[src/rtl/bridge_lift_pkg.sv]
// Shared definitions for the drawbridge sequencer.
// Holds the 3-bit state encoding, the default parameter values and a small
// helper used to size the shared interval timer.
package bridge_lift_pkg;

    typedef enum logic [2:0] {
        StIdle  = 3'd0,
        StWarn  = 3'd1,
        StRaise = 3'd2,
        StOpen  = 3'd3,
        StLower = 3'd4,
        StFault = 3'd5
    } state_e;

    localparam int unsigned DefNLanes    = 2;
    localparam int unsigned DefWarnCyc   = 8;
    localparam int unsigned DefTravelMax = 32;
    localparam int unsigned DefHoldCyc   = 4;

    function automatic int unsigned max3(input int unsigned a,
                                         input int unsigned b,
                                         input int unsigned c);
        int unsigned m;
        m = (a > b) ? a : b;
        return (m > c) ? m : c;
    endfunction

endpackage

[src/rtl/bridge_lift_ctrl_timer.sv]
// lift_timer: saturating up-counter with synchronous clear and count enable.
// Ports:
//   i_clk   - clock, rising edge
//   i_rst_n - asynchronous active-low reset, clears the count
//   i_clr   - synchronous clear, wins over i_en
//   i_en    - count enable; the count holds at all-ones
//   o_cnt   - current count
module lift_timer #(
    parameter int unsigned WIDTH = 4
) (
    input  logic             i_clk,
    input  logic             i_rst_n,
    input  logic             i_clr,
    input  logic             i_en,
    output logic [WIDTH-1:0] o_cnt
);

    logic [WIDTH-1:0] r_cnt;

    always_ff @(posedge i_clk or negedge i_rst_n) begin
        if (!i_rst_n) begin
            r_cnt <= '0;
        end else if (i_clr) begin
            r_cnt <= '0;
        end else if (i_en && (r_cnt != '1)) begin
            r_cnt <= r_cnt + WIDTH'(1);
        end
    end

    assign o_cnt = r_cnt;

endmodule

[src/rtl/bridge_lift_ctrl.sv]
// bridge_lift_ctrl: drawbridge lift sequencer (Moore machine).
// Sequences IDLE -> WARN -> RAISE -> OPEN -> LOWER -> IDLE with a latched
// FAULT state. Outputs are decoded from the state register only.
// Ports:
//   i_clk, i_rst_n       - clock and asynchronous active-low reset
//   i_boat_req           - boat approaching / waiting
//   i_boat_clr           - boat has passed the channel
//   i_road_occ           - deck occupancy, one bit per lane
//   i_up_lim, i_dn_lim   - fully-up / fully-down limit switches
//   i_flt_clr            - operator fault acknowledge
//   o_mt_up, o_mt_dn     - raise / lower motor contactors
//   o_al, o_tfl, o_bl    - alarm, road light red, boat light green
//   o_flt                - fault indicator
//   o_state              - current state encoding
module bridge_lift_ctrl
    import bridge_lift_pkg::*;
#(
    parameter int unsigned N_LANES    = DefNLanes,
    parameter int unsigned WARN_CYC   = DefWarnCyc,
    parameter int unsigned TRAVEL_MAX = DefTravelMax,
    parameter int unsigned HOLD_CYC   = DefHoldCyc
) (
    input  logic               i_clk,
    input  logic               i_rst_n,
    input  logic               i_boat_req,
    input  logic               i_boat_clr,
    input  logic [N_LANES-1:0] i_road_occ,
    input  logic               i_up_lim,
    input  logic               i_dn_lim,
    input  logic               i_flt_clr,
    output logic               o_mt_up,
    output logic               o_mt_dn,
    output logic               o_al,
    output logic               o_tfl,
    output logic               o_bl,
    output logic               o_flt,
    output logic [2:0]         o_state
);

    localparam int unsigned TmrMax = max3(WARN_CYC, TRAVEL_MAX, HOLD_CYC);
    localparam int unsigned TmrW   = $clog2(TmrMax + 1);

    localparam logic [TmrW-1:0] WarnLast   = TmrW'(WARN_CYC - 1);
    localparam logic [TmrW-1:0] TravelLast = TmrW'(TRAVEL_MAX - 1);
    localparam logic [TmrW-1:0] HoldLast   = TmrW'(HOLD_CYC - 1);

    state_e          r_state;
    state_e          w_state_nxt;
    logic [TmrW-1:0] w_tmr;
    logic            w_tmr_en;
    logic            w_tmr_rule_clr;
    logic            w_tmr_clr;
    logic            w_road_clear;
    logic            w_boat_gone;

    assign w_road_clear = (i_road_occ == '0);
    assign w_boat_gone  = i_boat_clr & ~i_boat_req;

    lift_timer #(
        .WIDTH (TmrW)
    ) u_timer (
        .i_clk   (i_clk),
        .i_rst_n (i_rst_n),
        .i_clr   (w_tmr_clr),
        .i_en    (w_tmr_en),
        .o_cnt   (w_tmr)
    );

    always_ff @(posedge i_clk or negedge i_rst_n) begin
        if (!i_rst_n) begin
            r_state <= StIdle;
        end else begin
            r_state <= w_state_nxt;
        end
    end

    always_comb begin
        w_state_nxt    = r_state;
        w_tmr_en       = 1'b0;
        w_tmr_rule_clr = 1'b0;
        // Both limit switches at once means a broken sensor or structure:
        // override everything, including an operator clear.
        if (i_up_lim && i_dn_lim) begin
            w_state_nxt = StFault;
        end else begin
            unique case (r_state)
                StIdle: begin
                    if (i_boat_req) w_state_nxt = StWarn;
                end
                StWarn: begin
                    // The clear-deck interval restarts whenever a lane is occupied.
                    if (w_road_clear) begin
                        w_tmr_en = 1'b1;
                        if (w_tmr == WarnLast) w_state_nxt = StRaise;
                    end else begin
                        w_tmr_rule_clr = 1'b1;
                    end
                end
                StRaise: begin
                    w_tmr_en = 1'b1;
                    if (i_up_lim) begin
                        w_state_nxt = StOpen;
                    end else if (w_tmr == TravelLast) begin
                        w_state_nxt = StFault;
                    end
                end
                StOpen: begin
                    if (w_boat_gone) begin
                        w_tmr_en = 1'b1;
                        if (w_tmr == HoldLast) w_state_nxt = StLower;
                    end else begin
                        w_tmr_rule_clr = 1'b1;
                    end
                end
                StLower: begin
                    w_tmr_en = 1'b1;
                    if (i_boat_req) begin
                        w_state_nxt = StRaise;
                    end else if (i_dn_lim) begin
                        w_state_nxt = StIdle;
                    end else if (w_tmr == TravelLast) begin
                        w_state_nxt = StFault;
                    end
                end
                StFault: begin
                    if (i_flt_clr && !i_up_lim) begin
                        w_state_nxt = i_dn_lim ? StIdle : StLower;
                    end
                end
                default: begin
                    w_state_nxt = StIdle;
                end
            endcase
        end
        w_tmr_clr = w_tmr_rule_clr | (w_state_nxt != r_state);
    end

    // Moore output decode; only one motor state drives each contactor.
    always_comb begin
        o_mt_up = 1'b0;
        o_mt_dn = 1'b0;
        o_al    = 1'b0;
        o_tfl   = 1'b0;
        o_bl    = 1'b0;
        o_flt   = 1'b0;
        unique case (r_state)
            StIdle: begin
            end
            StWarn: begin
                o_al  = 1'b1;
                o_tfl = 1'b1;
            end
            StRaise: begin
                o_mt_up = 1'b1;
                o_al    = 1'b1;
                o_tfl   = 1'b1;
            end
            StOpen: begin
                o_tfl = 1'b1;
                o_bl  = 1'b1;
            end
            StLower: begin
                o_mt_dn = 1'b1;
                o_al    = 1'b1;
                o_tfl   = 1'b1;
            end
            StFault: begin
                o_al  = 1'b1;
                o_tfl = 1'b1;
                o_flt = 1'b1;
            end
            default: begin
            end
        endcase
    end

    assign o_state = r_state;

endmodule
[config.mk]
export PLATFORM = sky130hd
export DESIGN_NAME = bridge_lift_ctrl
export DESIGN_NICKNAME = d
export VERILOG_FILES = /design/src/rtl/bridge_lift_pkg.sv /design/src/rtl/bridge_lift_ctrl_timer.sv /design/src/rtl/bridge_lift_ctrl.sv
export SDC_FILE = /design/constraint.sdc
export NUM_CORES = 1
export LEC_CHECK = 0
export CORE_MARGIN = 1.5
export CORE_UTILIZATION = 46
export DETAILED_ROUTE_END_ITERATION = 7
export GPL_TIMING_DRIVEN = 0
export HOLD_SLACK_MARGIN = 0.02
export MAX_ROUTING_LAYER = met4
export PLACE_DENSITY = 0.85
export SETUP_SLACK_MARGIN = 0.3
export SYNTH_ARGS = -nofsm -noshare
export SYNTH_HDL_FRONTEND = slang
export SYNTH_SLANG_ARGS = --single-unit
[constraint.sdc]
create_clock -name i_clk -period 4.1 [get_ports i_clk]
set_input_delay 0.82 -clock i_clk [delete_from_list [all_inputs] [get_ports i_clk]]
set_output_delay 0.82 -clock i_clk [all_outputs]
set_load 0.03 [all_outputs]
==> impl_metrics.tcl, run 1 <==
set metrics [dict create \
    gp_congestion 0.864 \
    critical_path_buf_inv_count 3 \
    drive_gt1_share_pct 12.0 \
    synth-adder-area-share_pct 3.10 \
    status "finished, final reports clean" \
    worst_slew_pin_slew_ns 0.395 \
    grt_use_met1_pct 29.0 \
    utilization_pct 65.0 \
    grt_max_degree 11 \
    yosys_warnings 0 \
    fin_skew_ns 0.00268 \
    grtUsageMet3_pct 3.20 \
    worstSetupStartpointType "register" \
    die_w_um 44.9 \
    drc 0 \
    hp-class "reg2reg" \
    ys_ff_latch 9 \
    slew_violations 0 \
    synth.distinct_cells 42 \
    relSlewSlack_pct 73.6 \
    netSwitchingFraction_pct 47.3 \
    antenna_left 0 \
    maxCapViolCount 0 \
    cts_root_buffer "clkbuf_4" \
    cts_resized 0 \
    cp_max_fo 10 \
    die-area_um2 2020 \
    synth_top_area_share_pct 27.9 \
    worstPathRequired_ns 3.28 \
    grt_usage_pct 22.5 \
    clkSinkCount 9 \
    io-pin-count 18 \
    dieHeight_um 44.9 \
    port_buffers 17 \
    synth-compound-area-share_pct 21.2 \
    clkPwrFrac_pct 12.2 \
    criticalPathCategory "reg2out" \
    syn_area_per_cell_um2 8.42 \
    grt_pass1_wl_um 3310 \
    setup_slack_ns 1.31 \
    power.net_switching_mw 0.253 \
    critical_path.max_stage_delay_ns 0.69 \
    n_antenna_cell 0 \
    fin_crit_ns 2.79 \
    p_comb_share_pct 64.6 \
    synth_edf_count 0 \
    synth_largest_area_cell "dfrtp_1" \
    yosysSeqAreaShare_pct 27.9 \
    place_ws_ns 1.21 \
    worstPathCellList "buf_2, nor2_1, nand2_1, inv_1, clkdlybuf4s50_1" \
    power.density_nw_per_um2 522 \
    synth_xor_area_share_pct 5.42 \
    cts_tree "yes" \
    rsz0062_at_grt "false" \
    tns_ns 0 \
    yosys.area_share.simple_pct 35.4 \
    first_pass_iters 4 \
    finalNonFillerCells 133 \
    hold_viol_final 0 \
    postCtsHoldBufs 0 \
    synth_flop_cell "dfrtp_1" \
    place_hpwl_um 1470 \
    post_drt_wl_per_cell_um 14.1 \
    synthArstFlopShare_pct 100 \
    antenna_found_initial 0 \
    p_leak_nw 0.392 \
    endpoint_kind "output port" \
    peakVddDrop_uv 299 \
    via_count 811 \
    cts_setup_buffers 0 \
    design_area_um2 1020 \
    synth_most_common_cell "nor2_1" \
    synthToLayoutAreaGrowth_pct 26.8 \
    synth_area_um2 808 \
    power.internal_mw 0.282 \
    via_per_inst 6.10 \
    numCtsBuffers 3 \
    fin_crit_sh_pct 68.1 \
    cts_max_path_buffers 2 \
    synthTopCellsByCount "nor2_1, dfrtp_1, nand2_1, a21oi_1" \
    max_freq_mhz 358 \
    first_global_vias 751 \
    synth_top_family_by_area "simple AND/OR/NAND/NOR gates" \
    placed_cell_area_um2 998 \
    nets 129 \
    first_iter_violations 27 \
    use_met2_pct 36.0 \
    syn-num-nets 107 \
    power_mw 0.535 \
    std_cell_rows 14 \
    synth_area_leaders "dfrtp_1, nor2_1, nand2_1" \
    setup_violations 0 \
    crit_path_top_delay_cell "clkdlybuf4s50_1" \
    wl_um 1870 \
    ctsHtreeMaxLevel 1 \
    grt_overflow 0 \
    fp.coreArea_um2 1580 \
    hold_slack_ns 0.624 \
    clock_latency_ns 0.25 \
    busiest_layer "met2" \
    worstPathArrival_ns 1.97 \
    start_util_pct 51.3 \
    synth.area.mux_share_pct 2.63 \
    placed_cells 129 \
    synthCells 96 \
    path_clk_slew_ns 0.06 \
    p_seq_share_pct 23.2 \
    path_delay_family "buffers and inverters" \
]
[kinds of logic (layout without fill, tap and decap cells)]
kind of cell,after synthesis,in the layout
buffers and inverters,8,29
AOI/OAI and AO/OA,22,22
DFF,9,9
and+or+nand+nor,48,48
adders and majority gates,2,2
muxes,2,2
xor gates and xnor gates,5,5
[state kept, by name (all words and copies together), names as in the netlist]
register / cells
o_state: 3
u_timer.o_cnt: 6
[metal layers]
layer / routed length [um] / up-vias
met5: 0 / -
met4: 14 / 0
met3: 88 / 2
met2: 934 / 20
met1: 834 / 395
li1: - / 394
[area by class of cell]
type	instances	area [um2]
clock buffers	4	26.3
multi-input cells	79	548
well taps	16	20.0
flip-flops and latches	9	225
fillers	138	552
repair buffers	17	170
inverters	4	15.0
plain buffers	4	20.0
[placed cells by master (no fill, tap or decap), types with 4 or more instances in the layout]
master            n
nand4_1           4
dfrtp_1           9
a21oi_1           5
clkdlybuf4s50_1  17
nor2_1           13
nand2_1           7
nand2b_1          4
buf_2             4
nor2b_1           4
[power groups by stage]
stage | sequential, mW | combinational [mW] | clock (mW)
6_report | 0.124 | 0.346 | 0.0652
4_1_cts | 0.124 | 0.344 | 0.0683
2_1_floorplan | 0.142 | 0.212 | 0
3_5_place_dp | 0.125 | 0.343 | 0
3_3_place_gp | 0.124 | 0.338 | 0
5_1_grt | 0.126 | 0.374 | 0.0720
[worst min-delay path: cells and delay by family, from the launching register on]
kind | cells | cell delay (ns)
muxes | 1 | 0.09
and+or+nand+nor | 1 | 0.08
DFF | 1 | 0.42
[final timing paths]
path	from	to	slack [ns]	cells after the start
max in group asynchronous	i_rst_n	o_state[0]	2.96	1
max	o_state[0]	o_mt_up	1.31	5
min reg2reg	u_timer.o_cnt[1]	u_timer.o_cnt[1]	0.62	2
max reg2reg	u_timer.o_cnt[0]	u_timer.o_cnt[0]	1.97	7
min in group asynchronous	i_rst_n	u_timer.o_cnt[2]	0.86	1
min	u_timer.o_cnt[1]	u_timer.o_cnt[1]	0.62	2
No activity file was read; power rests on OpenSTA's default activity.
==> inputs of run 2 (changes only) <==
- CORE_UTILIZATION: 46 -> 44
- clock period: 4.1 -> 2.3 ns (I/O delays scaled with it)
==> run 2 against run 1 <==
  * Clock-buffer cell count unchanged
  * Total power increased by 100%
  * Non-clock buffer count increased by 6
  * Clock power increased by 95%
  * Routed wire length increased by 26%
  * Critical path depth increased by 3
  * Global-route usage increased by 1.2 points
  * Cell area increased by 13%
  * First-iteration DRC count decreased by 22%
  * Setup slack got worse by 1.0 ns
  * Sequential power increased by 80%
  * Critical endpoint is now u_timer.o_cnt[0]
  * Clock skew increased by 0.0033 ns
==> impl_metrics.tcl, run 2 (synthesis gave the netlist of run 1 again) <==
set metrics [dict create \
    criticalPathCategory "reg2reg" \
    final_cell_mix "nor2_1, buf_4, clkdlybuf4s50_1" \
    antenna_left 0 \
    wl_um 2360 \
    drc 0 \
    grt_usage_pct 23.7 \
    path_clk_slew_ns 0.07 \
    clkSinkCount 9 \
    place_hpwl_um 1570 \
    start_util_pct 46.8 \
    utilization_pct 67.1 \
    first_global_vias 813 \
    worstPathArrival_ns 2.18 \
    drive_gt1_share_pct 32.5 \
    p_leak_nw 0.448 \
    rr_endpoint "u_timer.o_cnt[0]" \
    cts_max_path_buffers 2 \
    via_per_inst 5.80 \
    nets 135 \
    hp-class "in2async" \
    synthToLayoutAreaGrowth_pct 43.3 \
    port_buffers 17 \
    die_w_um 45.9 \
    layout_commonest_cell "nor2_1" \
    hold_viol_final 0 \
    grt_pass1_wl_um 3440 \
    power_mw 1.07 \
    r2r_cells 8 \
    endpoint_kind "register" \
    cts_root_buffer "clkbuf_4" \
    cts_tree "yes" \
    gp_congestion 0.810 \
    worst_slew_pin_slew_ns 0.452 \
    worstPathRequired_ns 2.49 \
    maxCapViolCount 0 \
    grt_max_degree 11 \
    worstSetupStartpointType "register" \
    max_freq_mhz 502 \
    status "finished, final reports clean" \
    finalNonFillerCells 148 \
    fin_crit_sh_pct 86.5 \
    rsz0062_at_grt "true" \
    fin_skew_ns 0.00598 \
    first_pass_iters 4 \
    placed_cells 138 \
    antenna_found_initial 0 \
    clock_latency_ns 0.27 \
    regToRegSetupSlack_ns 0.31 \
    post_drt_wl_per_cell_um 15.9 \
    slew_violations 0 \
    die-area_um2 2100 \
    via_count 858 \
    n_antenna_cell 0 \
    peakVddDrop_uv 545 \
    grt_overflow 0 \
    setup_violations 0 \
    cp_max_fo 6 \
    fillers 159 \
    dieHeight_um 45.9 \
    power.density_nw_per_um2 925 \
    io-pin-count 18 \
    std_cell_rows 15 \
    numCtsBuffers 3 \
    fp.coreArea_um2 1730 \
    hold_slack_ns 0.490 \
    r2r-start "u_timer.o_cnt[1]" \
    ctsHtreeMaxLevel 1 \
    relSlewSlack_pct 69.5 \
    fin_crit_ns 1.99 \
    tns_ns 0 \
    largest_reg_flops 6 \
    first_iter_violations 21 \
]
==> run 2: cell types whose count changed in the layout (fill, tap and decap cells not counted), sizes merged <==
cell and change:
clkdlybuf4s15 +2, dlygate4sd2 +3, clkbuf +3, buf +7, clkdlybuf4s50 -10, dlymetal6s2s +1
==> run 2: worst max path at each step <==
stage                startpoint               end  slack (ns)  cells after the start
6_report       u_timer.o_cnt[1]  u_timer.o_cnt[0]        0.31                      8
3_3_place_gp         i_boat_req  u_timer.o_cnt[5]       -0.16                      7
2_1_floorplan        o_state[1]  u_timer.o_cnt[0]        0.32                      7
5_1_grt        u_timer.o_cnt[1]  u_timer.o_cnt[1]        0.22                      8
4_1_cts        u_timer.o_cnt[0]  u_timer.o_cnt[0]        0.28                      8
3_5_place_dp         i_boat_req  u_timer.o_cnt[0]       -0.17                      7
==> run 2: worst max-delay path, stage by stage (launching register included) <==
cell      delay, ns
dfrtp_1        0.40
ha_2           0.19
nor4b_4        0.24
buf_4          0.19
nand3_2        0.07
a221o_1        0.35
a21oi_2        0.19
o221ai_4       0.17
nor2_1         0.12
==> run 2: final cells by class <==
class | instances | area, um2 | share of cell area [%]
plain buffers | 4 | 33.8 | 2.92
clock buffers | 4 | 26.3 | 2.27
flip-flops and latches | 9 | 229 | 19.8
inverters | 4 | 15.0 | 1.30
well taps | 25 | 31.3 | 2.70
multi-input cells | 79 | 624 | 53.9
repair buffers | 23 | 199 | 17.2
==> run 2: routing by layer <==
layer,track usage (%),up-vias,wire length (um)
met5,-,-,0
met4,11.4,0,49
met3,7.14,8,160
met2,38.1,38,1170
met1,26.5,403,978
li1,-,409,-
==> run 2: report_power, final <==
| group | switching (mW) | internal [mW] | leakage [nW] |
|---|---|---|---|
| Combinational | 0.421 | 0.300 | 0.317 |
| Clock | 0.0602 | 0.0671 | 0.0150 |
| Sequential | 0.0365 | 0.186 | 0.116 |
| Total | 0.518 | 0.553 | 0.448 |
==> run 2: repair_timing <==
item / CTS / global route
hold buffers: 0 / 0
setup endpoints to repair: 12 / 11
resized for setup: 32 / 21
cloned: 0 / 0
pin swaps: 12 / 8
setup buffers: 3 / 3
==> run 2: stage by stage <==
stage	setup slack (ns)	cell area [um2]
floorplan	0.322	823
detailed placement	-0.175	1020
global placement	-0.157	1020
finish	0.310	1160
CTS	0.280	1120
global route	0.225	1160
